## src/rtl/vec_mul_pkg.sv

```systemverilog
// -----------------------------------------------------------------------------
// vec_mul_pkg
// Shared definitions for the vector-multiplier tile sequencer:
//   - default ADDRESSSIZE / MATRIX_SIZE / perf counter width
//   - 3-bit FSM state encoding
//   - pipe_lat_f(): drain length after the last valid address (2*M+1)
// Optional feature macro used by the importing RTL: VEC_MUL_PERF_CNT_EN
// -----------------------------------------------------------------------------
package vec_mul_pkg;

    localparam int ADDRESSSIZE_DEF = 10;
    localparam int MATRIX_SIZE_DEF = 8;
    localparam int CNT_W_DEF       = 16;

    localparam logic [2:0] ST_IDLE   = 3'd0;
    localparam logic [2:0] ST_WAIT_W = 3'd1;
    localparam logic [2:0] ST_POP    = 3'd2;
    localparam logic [2:0] ST_RELOAD = 3'd3;
    localparam logic [2:0] ST_STREAM = 3'd4;
    localparam logic [2:0] ST_DRAIN  = 3'd5;
    localparam logic [2:0] ST_DONE   = 3'd6;

    // A vector entering the systolic array needs 2*M+1 cycles to fully leave it.
    function automatic int pipe_lat_f(input int matrix_size);
        return 2 * matrix_size + 1;
    endfunction

endpackage

```

## src/rtl/vec_mul_perf_cnt.sv

```systemverilog
// -----------------------------------------------------------------------------
// vec_mul_perf_cnt
// Two independent saturating event counters with a shared synchronous clear.
// Only instantiated when VEC_MUL_PERF_CNT_EN is defined.
// Ports:
//   clk, rst      clock / asynchronous active-high reset
//   clear         synchronous clear of both counters (has priority)
//   inc_a, inc_b  increment strobes
//   cnt_a, cnt_b  registered counts, stick at all-ones
// -----------------------------------------------------------------------------
module vec_mul_perf_cnt #(
    parameter int CNT_W = 16
) (
    input  logic             clk,
    input  logic             rst,
    input  logic             clear,
    input  logic             inc_a,
    input  logic             inc_b,
    output logic [CNT_W-1:0] cnt_a,
    output logic [CNT_W-1:0] cnt_b
);

    localparam logic [CNT_W-1:0] CNT_ONE = {{(CNT_W-1){1'b0}}, 1'b1};
    localparam logic [CNT_W-1:0] CNT_MAX = {CNT_W{1'b1}};

    // Counter A: clear on tile start, otherwise saturating increment
    always_ff @(posedge clk or posedge rst) begin
        if (rst) begin
            cnt_a <= {CNT_W{1'b0}};
        end else if (clear) begin
            cnt_a <= {CNT_W{1'b0}};
        end else if (inc_a && (cnt_a != CNT_MAX)) begin
            cnt_a <= cnt_a + CNT_ONE;
        end else begin
            cnt_a <= cnt_a;
        end
    end

    // Counter B: clear on tile start, otherwise saturating increment
    always_ff @(posedge clk or posedge rst) begin
        if (rst) begin
            cnt_b <= {CNT_W{1'b0}};
        end else if (clear) begin
            cnt_b <= {CNT_W{1'b0}};
        end else if (inc_b && (cnt_b != CNT_MAX)) begin
            cnt_b <= cnt_b + CNT_ONE;
        end else begin
            cnt_b <= cnt_b;
        end
    end

endmodule

```

## src/rtl/vec_mul_seq_ctrl.sv

```systemverilog
// -----------------------------------------------------------------------------
// vec_mul_seq_ctrl
// Tile sequencer for the vector-multiplier top. On start it waits for the
// weight FIFO, pops one row-set, pulses weight_reload, streams cfg_num_vec
// consecutive input-SRAM addresses with valid_address, drains the array
// pipeline for PIPE_LAT cycles and pulses done.
// Ports:
//   clk, rst            clock / asynchronous active-high reset
//   start, abort        tile request (IDLE only) / synchronous abort
//   cfg_base_addr       first SRAM address, cfg_num_vec vectors (0 -> err)
//   fifo_empty          weight FIFO empty flag; fifo_read_enable pop strobe
//   weight_reload       load popped weights into the PE array
//   valid_address       sram_address carries a valid vector address
//   sram_write_enable   1 only in IDLE (host access window)
//   busy, done, err     status; done/err are one-cycle pulses
//   perf_cycles/stalls  busy / FIFO-stall cycles of the last tile
// Optional feature: define VEC_MUL_PERF_CNT_EN to build the perf counters;
// otherwise the perf outputs are tied to zero.
// All outputs are registered: each is computed from the next state.
// -----------------------------------------------------------------------------
module vec_mul_seq_ctrl
    import vec_mul_pkg::*;
#(
    parameter int ADDRESSSIZE = ADDRESSSIZE_DEF,
    parameter int MATRIX_SIZE = MATRIX_SIZE_DEF,
    parameter int PIPE_LAT    = pipe_lat_f(MATRIX_SIZE),
    parameter int CNT_W       = CNT_W_DEF
) (
    input  logic                   clk,
    input  logic                   rst,
    input  logic                   start,
    input  logic                   abort,
    input  logic [ADDRESSSIZE-1:0] cfg_base_addr,
    input  logic [ADDRESSSIZE-1:0] cfg_num_vec,
    input  logic                   fifo_empty,
    output logic                   fifo_read_enable,
    output logic                   weight_reload,
    output logic                   valid_address,
    output logic [ADDRESSSIZE-1:0] sram_address,
    output logic                   sram_write_enable,
    output logic                   busy,
    output logic                   done,
    output logic                   err,
    output logic [CNT_W-1:0]       perf_cycles,
    output logic [CNT_W-1:0]       perf_stalls
);

    localparam int DRAIN_W = $clog2(PIPE_LAT + 1);
    localparam logic [ADDRESSSIZE-1:0] ADDR_ZERO = {ADDRESSSIZE{1'b0}};
    localparam logic [ADDRESSSIZE-1:0] ADDR_ONE  = {{(ADDRESSSIZE-1){1'b0}}, 1'b1};
    localparam logic [ADDRESSSIZE-1:0] ADDR_ONES = {ADDRESSSIZE{1'b1}};
    localparam logic [DRAIN_W-1:0]     DRN_ONE   = {{(DRAIN_W-1){1'b0}}, 1'b1};
    localparam logic [DRAIN_W-1:0]     DRN_LAST  = DRAIN_W'(PIPE_LAT - 1);

    logic [2:0]             state_r;
    logic [2:0]             next_state_s;
    logic [ADDRESSSIZE-1:0] base_r;
    logic [ADDRESSSIZE-1:0] num_r;
    logic [ADDRESSSIZE-1:0] vec_cnt_r;
    logic [DRAIN_W-1:0]     drain_cnt_r;
    logic                   start_ok_s;
    logic                   last_vec_s;
    logic                   last_drain_s;

    logic                   fifo_read_enable_s;
    logic                   weight_reload_s;
    logic                   valid_address_s;
    logic [ADDRESSSIZE-1:0] sram_address_s;
    logic                   sram_write_enable_s;
    logic                   busy_s;
    logic                   done_s;
    logic                   err_s;

    // Abort has priority over start even though abort alone does nothing in IDLE.
    assign start_ok_s   = (state_r == ST_IDLE) && start && !abort && (cfg_num_vec != ADDR_ZERO);
    assign last_vec_s   = (vec_cnt_r == (num_r - ADDR_ONE));
    assign last_drain_s = (drain_cnt_r == DRN_LAST);

    // State register plus latched config and inline vector / drain counters
    always_ff @(posedge clk or posedge rst) begin
        if (rst) begin
            state_r     <= ST_IDLE;
            base_r      <= ADDR_ZERO;
            num_r       <= ADDR_ZERO;
            vec_cnt_r   <= ADDR_ZERO;
            drain_cnt_r <= {DRAIN_W{1'b0}};
        end else begin
            state_r <= next_state_s;
            if (start_ok_s) begin
                base_r <= cfg_base_addr;
                num_r  <= cfg_num_vec;
            end else begin
                base_r <= base_r;
                num_r  <= num_r;
            end
            vec_cnt_r   <= ((state_r == ST_STREAM) && (next_state_s == ST_STREAM))
                           ? (vec_cnt_r + ADDR_ONE) : ADDR_ZERO;
            drain_cnt_r <= ((state_r == ST_DRAIN) && (next_state_s == ST_DRAIN))
                           ? (drain_cnt_r + DRN_ONE) : {DRAIN_W{1'b0}};
        end
    end

    // Next-state logic
    always_comb begin
        next_state_s = state_r;
        if (abort && (state_r != ST_IDLE)) begin
            next_state_s = ST_IDLE;
        end else begin
            case (state_r)
                ST_IDLE:   next_state_s = start_ok_s ? ST_WAIT_W : ST_IDLE;
                ST_WAIT_W: next_state_s = fifo_empty ? ST_WAIT_W : ST_POP;
                ST_POP:    next_state_s = ST_RELOAD;
                ST_RELOAD: next_state_s = ST_STREAM;
                ST_STREAM: next_state_s = last_vec_s ? ST_DRAIN : ST_STREAM;
                ST_DRAIN:  next_state_s = last_drain_s ? ST_DONE : ST_DRAIN;
                ST_DONE:   next_state_s = ST_IDLE;
                default:   next_state_s = ST_IDLE;
            endcase
        end
    end

    // Output decode from the state being entered, so the output flops line up with it
    always_comb begin
        fifo_read_enable_s  = 1'b0;
        weight_reload_s     = 1'b0;
        valid_address_s     = 1'b0;
        sram_address_s      = ADDR_ZERO;
        sram_write_enable_s = 1'b0;
        done_s              = 1'b0;
        busy_s              = (next_state_s != ST_IDLE);
        err_s               = (abort && (state_r != ST_IDLE)) ||
                              ((state_r == ST_IDLE) && start && !abort && (cfg_num_vec == ADDR_ZERO));
        case (next_state_s)
            ST_IDLE:   sram_write_enable_s = 1'b1;
            ST_WAIT_W: sram_write_enable_s = 1'b0;
            ST_POP:    fifo_read_enable_s  = 1'b1;
            ST_RELOAD: weight_reload_s     = 1'b1;
            ST_STREAM: begin
                valid_address_s = 1'b1;
                // Address wraps modulo 2^ADDRESSSIZE by construction of the adder width
                sram_address_s  = base_r + ((state_r == ST_STREAM) ? (vec_cnt_r + ADDR_ONE) : ADDR_ZERO);
            end
            ST_DRAIN:  sram_address_s = ADDR_ONES;
            ST_DONE:   done_s         = 1'b1;
            default:   sram_write_enable_s = 1'b0;
        endcase
    end

    // Output registers
    always_ff @(posedge clk or posedge rst) begin
        if (rst) begin
            fifo_read_enable  <= 1'b0;
            weight_reload     <= 1'b0;
            valid_address     <= 1'b0;
            sram_address      <= ADDR_ZERO;
            sram_write_enable <= 1'b0;
            busy              <= 1'b0;
            done              <= 1'b0;
            err               <= 1'b0;
        end else begin
            fifo_read_enable  <= fifo_read_enable_s;
            weight_reload     <= weight_reload_s;
            valid_address     <= valid_address_s;
            sram_address      <= sram_address_s;
            sram_write_enable <= sram_write_enable_s;
            busy              <= busy_s;
            done              <= done_s;
            err               <= err_s;
        end
    end

`ifdef VEC_MUL_PERF_CNT_EN
    // Counters clear on the accepting edge (state is IDLE then, so no increment collides)
    vec_mul_perf_cnt #(
        .CNT_W (CNT_W)
    ) u_perf_cnt (
        .clk   (clk),
        .rst   (rst),
        .clear (start_ok_s),
        .inc_a (state_r != ST_IDLE),
        .inc_b ((state_r == ST_WAIT_W) && fifo_empty),
        .cnt_a (perf_cycles),
        .cnt_b (perf_stalls)
    );
`else
    assign perf_cycles = {CNT_W{1'b0}};
    assign perf_stalls = {CNT_W{1'b0}};
`endif

endmodule

```

## config.mk

```make
export PLATFORM = sky130hd
export DESIGN_NAME = vec_mul_seq_ctrl
export DESIGN_NICKNAME = d
export VERILOG_FILES = /design/src/rtl/vec_mul_pkg.sv /design/src/rtl/vec_mul_perf_cnt.sv /design/src/rtl/vec_mul_seq_ctrl.sv
export SDC_FILE = /design/constraint.sdc
export NUM_CORES = 1
export LEC_CHECK = 0
export ABC_CLOCK_PERIOD_IN_PS = 6700
export BUFFER_PORTS_ARGS = -buffer_cell sky130_fd_sc_hd__buf_2
export CAP_MARGIN = 15
export CORE_MARGIN = 5
export CORE_UTILIZATION = 29
export CTS_BUF_LIST = sky130_fd_sc_hd__clkbuf_8
export CTS_CLUSTER_SIZE = 12
export DETAILED_ROUTE_END_ITERATION = 16
export PLACE_DENSITY_LB_ADDON = 0.12
export SKIP_LAST_GASP = 1
export SLEW_MARGIN = 40
export SYNTH_ARGS = -nofsm -noshare
export SYNTH_HDL_FRONTEND = slang
export SYNTH_SLANG_ARGS = --single-unit
```

## constraint.sdc

```tcl
create_clock -name clk -period 6.7 [get_ports clk]
set_input_delay 1.005 -clock clk [delete_from_list [all_inputs] [get_ports clk]]
set_output_delay 1.005 -clock clk [all_outputs]
set_load 0.02 [all_outputs]
```

# Yosys cells after proc, flatten, opt, wreduce, memory -nomap -nowiden
# Index checks and enable logic that the tools add are counted.
# classes
add_sub_neg	4
eq_ne	12
muxes	15
n_reduce_logical	15
# op_table
cell	n
two-way mux 10 bit	2
one-hot mux 10 bit (2 select lines)	1
one-hot mux 3 bit (6 select lines)	1
== test 3 bit, second input constant	5
== test 3 x 2 -> 1 bit, second input constant	4
adder 10 x 1 -> 10 bit, second input constant	1
adder 10 bit	1
== test 10 bit	1
logical NOT 10 bit	1
nonzero test 10 bit	1
subtractor 10 x 1 -> 10 bit, second input constant	1
logical AND 1 bit	7
two-way mux 1 bit	7
logical NOT 3 bit	2
nonzero test 3 bit	2
adder 5 x 1 -> 5 bit, second input constant	1
== test 5 bit, second input constant	1
two-way mux 5 bit	1
two-way mux 2 bit	2
== test 3 x 1 -> 1 bit, second input constant	1
two-way mux 3 bit	1
logical NOT 1 bit	1
logical OR 1 bit	1
# word_totals
reg_bits	55
wordCells	59

# Longest topological paths before layout
# logic_depth
word_depth	10
depth_mapped	14

# Least setup slack after synthesis
# No wires, ideal clock.
# synth_timing
kind	reg2reg
start	register state_r[0]
end	register sram_address[8]
setup_time_ps	119
arrival_ps	2978
setup_slack_ps	3603
stages_incl_launch_ff	15
n_path_buf	3
period_less_slack_ps	3097
cell_sequence	dfrtp_1 > clkbuf_1 > nor2_1 > nand2_1 > clkbuf_1 > clkbuf_1 > nor2_1 > ha_1 > fa_1 > a21oi_1 > o2111ai_1 > a21o_1 > a21oi_1 > xnor2_1 > o21a_1
# synth_between
elab_chain_len	9
elab_cells_between_ends	19
classes_between	1 x add/sub; 7 x eq/ne; 5 x mux; 6 x reduce/logical
# synth_lines
element	line_no	rtl
start: declaration	vec_mul_seq_ctrl.sv:55	logic [2:0] state_r;
start signal: assignment	vec_mul_seq_ctrl.sv:88	state_r <= next_state_s;
logical NOT 3 bit	vec_mul_seq_ctrl.sv:75, vec_mul_seq_ctrl.sv:109	
logical AND 1 bit (3 in a row)	vec_mul_seq_ctrl.sv:75	assign start_ok_s = (state_r == ST_IDLE) && start && !abort && (cfg_num_vec != ADDR_ZERO);
two-way mux 1 bit	vec_mul_seq_ctrl.sv:110	ST_IDLE: next_state_s = start_ok_s ? ST_WAIT_W : ST_IDLE;
one-hot mux 3 bit (6 select lines)	vec_mul_seq_ctrl.sv:109	case (state_r)
two-way mux 3 bit	vec_mul_seq_ctrl.sv:106	if (abort && (state_r != ST_IDLE)) begin
== test 3 bit	vec_mul_seq_ctrl.sv:133	case (next_state_s)
one-hot mux 10 bit (2 select lines) (*)	vec_mul_seq_ctrl.sv:133	
via sram_address_s[8]	vec_mul_seq_ctrl.sv:68	logic [ADDRESSSIZE-1:0] sram_address_s;
end signal: assignment	vec_mul_seq_ctrl.sv:164	sram_address <= sram_address_s;
end: declaration	vec_mul_seq_ctrl.sv:39	output logic [ADDRESSSIZE-1:0] sram_address,
# The timed path passes the listed nets; every way through them passes the cells marked *.
# A chain may end at the register's enable or synchronous reset.

# Worst setup path after layout
# layout_timing
start	register state_r[1]
end	register sram_address[8]
# Same word-level chain as after synthesis.

==> metrics.txt <==
CTS tree=done; share of synthesized area spent on multiplexers=6.077%; Die Wd=117.3 um; Antenna Violating Nets Remaining=0; fraction of synthesized cell area taken by the top area cell type=41.26%; Leakage Power=1.644 nW; IO Count=74; post-route clock skew=0.003571 ns; endpoint of the worst register-to-register path=sram_address[8]; number of DRC violations after detailed-routing iteration 0=120; number of buffers between clock root and the deepest sink=2; CTS Buf Count=5; Worst IR Drop VDD=0.00008864 V; IO Port Bufs=41; maximum fanout along the worst path=20; proportion of layout cells with a drive suffix above 1=22.68%; maximum achievable frequency=312.7 MHz; overall die area=0.01375 mm^2; wire length of the first global-routing pass=11890 um; ordered list of cells on the worst path=nor2_1 -> nand2_1 -> nor2_1 -> ha_1 -> fa_1 -> a21oi_1 -> o2111ai_1 -> a21o_1 -> a21oi_1 -> xnor2_1 -> o21a_1; setup violation total in the final timing report=0; number of diodes added for antenna fixing=0; vertical die dimension=117.3 um; average detailed-routed wire length per instance=14.50 um; post-CTS setup repair buffer count=0; cell depth of the worst min-delay path=1; post-synthesis area per instance=10.11 um^2; data arrival time at the worst-slack endpoint=3.41 ns; sink count of the clock tree=55; Cell Count, Final, Fillers Out=509; CTS resizes=0; synthesized instance count=330; critical path required time=6.91 ns; combinational family with the most area after synthesis=simple AND/OR/NAND/NOR gates; CTS clock-pin slew for the worst setup and hold paths=0.10 ns; Yosys cell types=50; grt ovf=0; commonest cells after routing, fill and taps aside=sky130_fd_sc_hd__dfrtp_1 (55), sky130_fd_sc_hd__buf_2 (41), sky130_fd_sc_hd__conb_1 (32); Vias/cell=4.607; total standard cell area after synthesis=0.003336 mm^2; num rows=39; CP max stage delay=0.58 ns; Hold/Removal Path Class=reg2reg; worst path setup slack after routing=3.502 ns; max_slew headroom=48.82%; minimum setup slack after placement=3.330 ns; post-detailed-route DRC marker count=0; power density of the placed cells=312.4 mW/mm^2; XOR/XNOR share of the synthesized area=7.877%; Tot Pwr=1.147 mW; buffer type at the clock tree root=sky130_fd_sc_hd__clkbuf_8; area of the core=0.01137 mm^2; CTS H-tree lvls=2; total wirelength of the detailed-routed design=7382 um; Sum Neg Setup Slack=0 ns; final worst path period share=47.74%; # placed instances=500; combined flip-flop and latch cell area=0.001376 mm^2; origin of the worst min-delay path=drain_cnt_r[0]; signed area change from the synthesized netlist to the final layout=10.05%; number of fill cells in the layout=1198; nature of the critical path startpoint=flip-flop; Reg2Reg Depth=11; max-cap violations=0; routed vias=2345; final core utilization=32.29%; Worst R2R Setup Slack=3.50 ns; multi-input combinational cell area=0.001738 mm^2; most common cell after layout, fill and taps aside=sky130_fd_sc_hd__dfrtp_1; sort of element at the end of the critical path=flip-flop; sequential area share after synthesis=41.26%; pin count of the biggest net entering global routing=56; initial core utilization=29.34%; CTS Hold Buffers Added=0; number of enable-type register cells in the synthesized netlist=0; worst hold endpoint=drain_cnt_r[0]; Final Hold Violating Endpoints=0; share of synthesized cell area in full adder, half adder and majority cells=5.476%; Post-synth ARST share=100.0%; slew of the pin with the lowest slew margin=0.7658 ns; synthesized-area fraction occupied by ao, oa, aoi and oai cells=10.58%; DP HPWL=5563 um; crit path kind=reg2reg; Synthesis Warnings=0; via count of the first global-routing pass=2329; RSZ-0062 raised after global routing=no; first-pass iteration count of the detailed router=4; cell taking the most area after synthesis=sky130_fd_sc_hd__dfrtp_1; Tot GR Track Use=11.04%; insertion delay to the later sink of the worst-skew pair=0.31 ns; post-synthesis sequential element count=55; start of the worst register-to-register path=state_r[1]; Max Slew Vio Count=0; Area contributors post-synth=sky130_fd_sc_hd__dfrtp_1 (41%), sky130_fd_sc_hd__buf_4 (7.2%), sky130_fd_sc_hd__mux2_2 (6.1%); basic-gate share of the synthesized area counting and, or, nand and nor cells=18.27%; number of nets in the finished design=404; highest-delay cell along the critical path=sky130_fd_sc_hd__nand2_1; weighted congestion at the end of routability-driven global placement=0.8549; status=finished, final reports clean; shortest clock period the worst path allows after layout=3.198 ns; most common flop cell mapped by yosys=sky130_fd_sc_hd__dfrtp_1; antenna violations before repair=0
[power breakdown]
| part | internal (mW) | switching, mW |
|---|---|---|
| Clock | 0.0932 | 0.110 |
| Combinational | 0.193 | 0.252 |
| Sequential | 0.414 | 0.0838 |
[synth_stat cells, types with 5 or more instances]
master / n
sky130_fd_sc_hd__mux2_2: 18
sky130_fd_sc_hd__ha_1: 13
sky130_fd_sc_hd__nand3b_1: 5
sky130_fd_sc_hd__inv_1: 12
sky130_fd_sc_hd__nand3_1: 11
sky130_fd_sc_hd__nor2_1: 29
sky130_fd_sc_hd__o21ai_0: 12
sky130_fd_sc_hd__nand2_1: 14
sky130_fd_sc_hd__xnor2_1: 18
sky130_fd_sc_hd__buf_4: 32
sky130_fd_sc_hd__xor2_1: 12
sky130_fd_sc_hd__dfrtp_1: 55
sky130_fd_sc_hd__a21oi_1: 12
sky130_fd_sc_hd__o211ai_1: 6
sky130_fd_sc_hd__clkbuf_1: 12
sky130_fd_sc_hd__nor4_1: 7
[cell families (layout without fill, tap and decap cells)]
group | count (synthesis) | after routing
AO/OA/AOI/OAI | 51 | 51
other | 1 | 32
AND/OR/NAND/NOR | 103 | 103
multiplexers | 18 | 18
flip-flops | 55 | 55
adder cells (fa/ha/maj) | 14 | 14
XOR/XNOR | 30 | 30
buffers and inverters | 58 | 63
[worst max-delay path: cells and delay by family, from the launching register on]
family	cells	cell delay, ns
xor+xnor	1	0.09
flops	1	0.53
fa+ha+maj	2	0.67
compound gates	5	1.00
simple gates	3	0.79
[sequential cells by signal (all words and copies together), names as in the netlist]
| name | cells |
|---|---|
| weight_reload | 1 |
| vec_cnt_r | 10 |
| err | 1 |
| valid_address | 1 |
| sram_address | 10 |
| base_r | 10 |
| busy | 1 |
| sram_write_enable | 1 |
| done | 1 |
| state_r | 3 |
| fifo_read_enable | 1 |
| drain_cnt_r | 5 |
| num_r | 10 |
[metrics by stage]
stage	hold WS, ns	instance area [um^2]
finish	0.4911	3671
detailed placement	0.4775	3551
global route	0.5184	3671
floorplan	0.4546	3452
global placement	0.4756	3546
CTS	0.4912	3651
[cell type report]
| type | count | share of cell area (%) |
|---|---|---|
| clock buffers | 7 | 2.624 |
| clock inverters | 1 | 0.1022 |
| inverters | 12 | 1.227 |
| multi-input cells | 248 | 47.34 |
| flip-flops and latches | 55 | 37.49 |
| well taps | 143 | 4.874 |
| repair buffers | 43 | 6.339 |
[how the worst max path moves through the flow]
stage                               from         endpoint  cells after the start
after floorplan               state_r[0]  sram_address[8]                     14
after CTS                     state_r[1]  sram_address[8]                     11
after global placement    cfg_num_vec[5]     vec_cnt_r[4]                      7
final                         state_r[1]  sram_address[8]                     11
after global routing          state_r[1]  sram_address[9]                     10
after detailed placement  cfg_num_vec[5]             busy                      7
[layer usage]
metal | share of wire [%] | global-route usage [%]
met1 | 45 | 14.80
met2 | 48 | 17.72
met3 | 6.0 | 2.262
met4 | 1.4 | 3.823
met5 | 0 | 0
No activity file was read; power rests on OpenSTA's default activity.
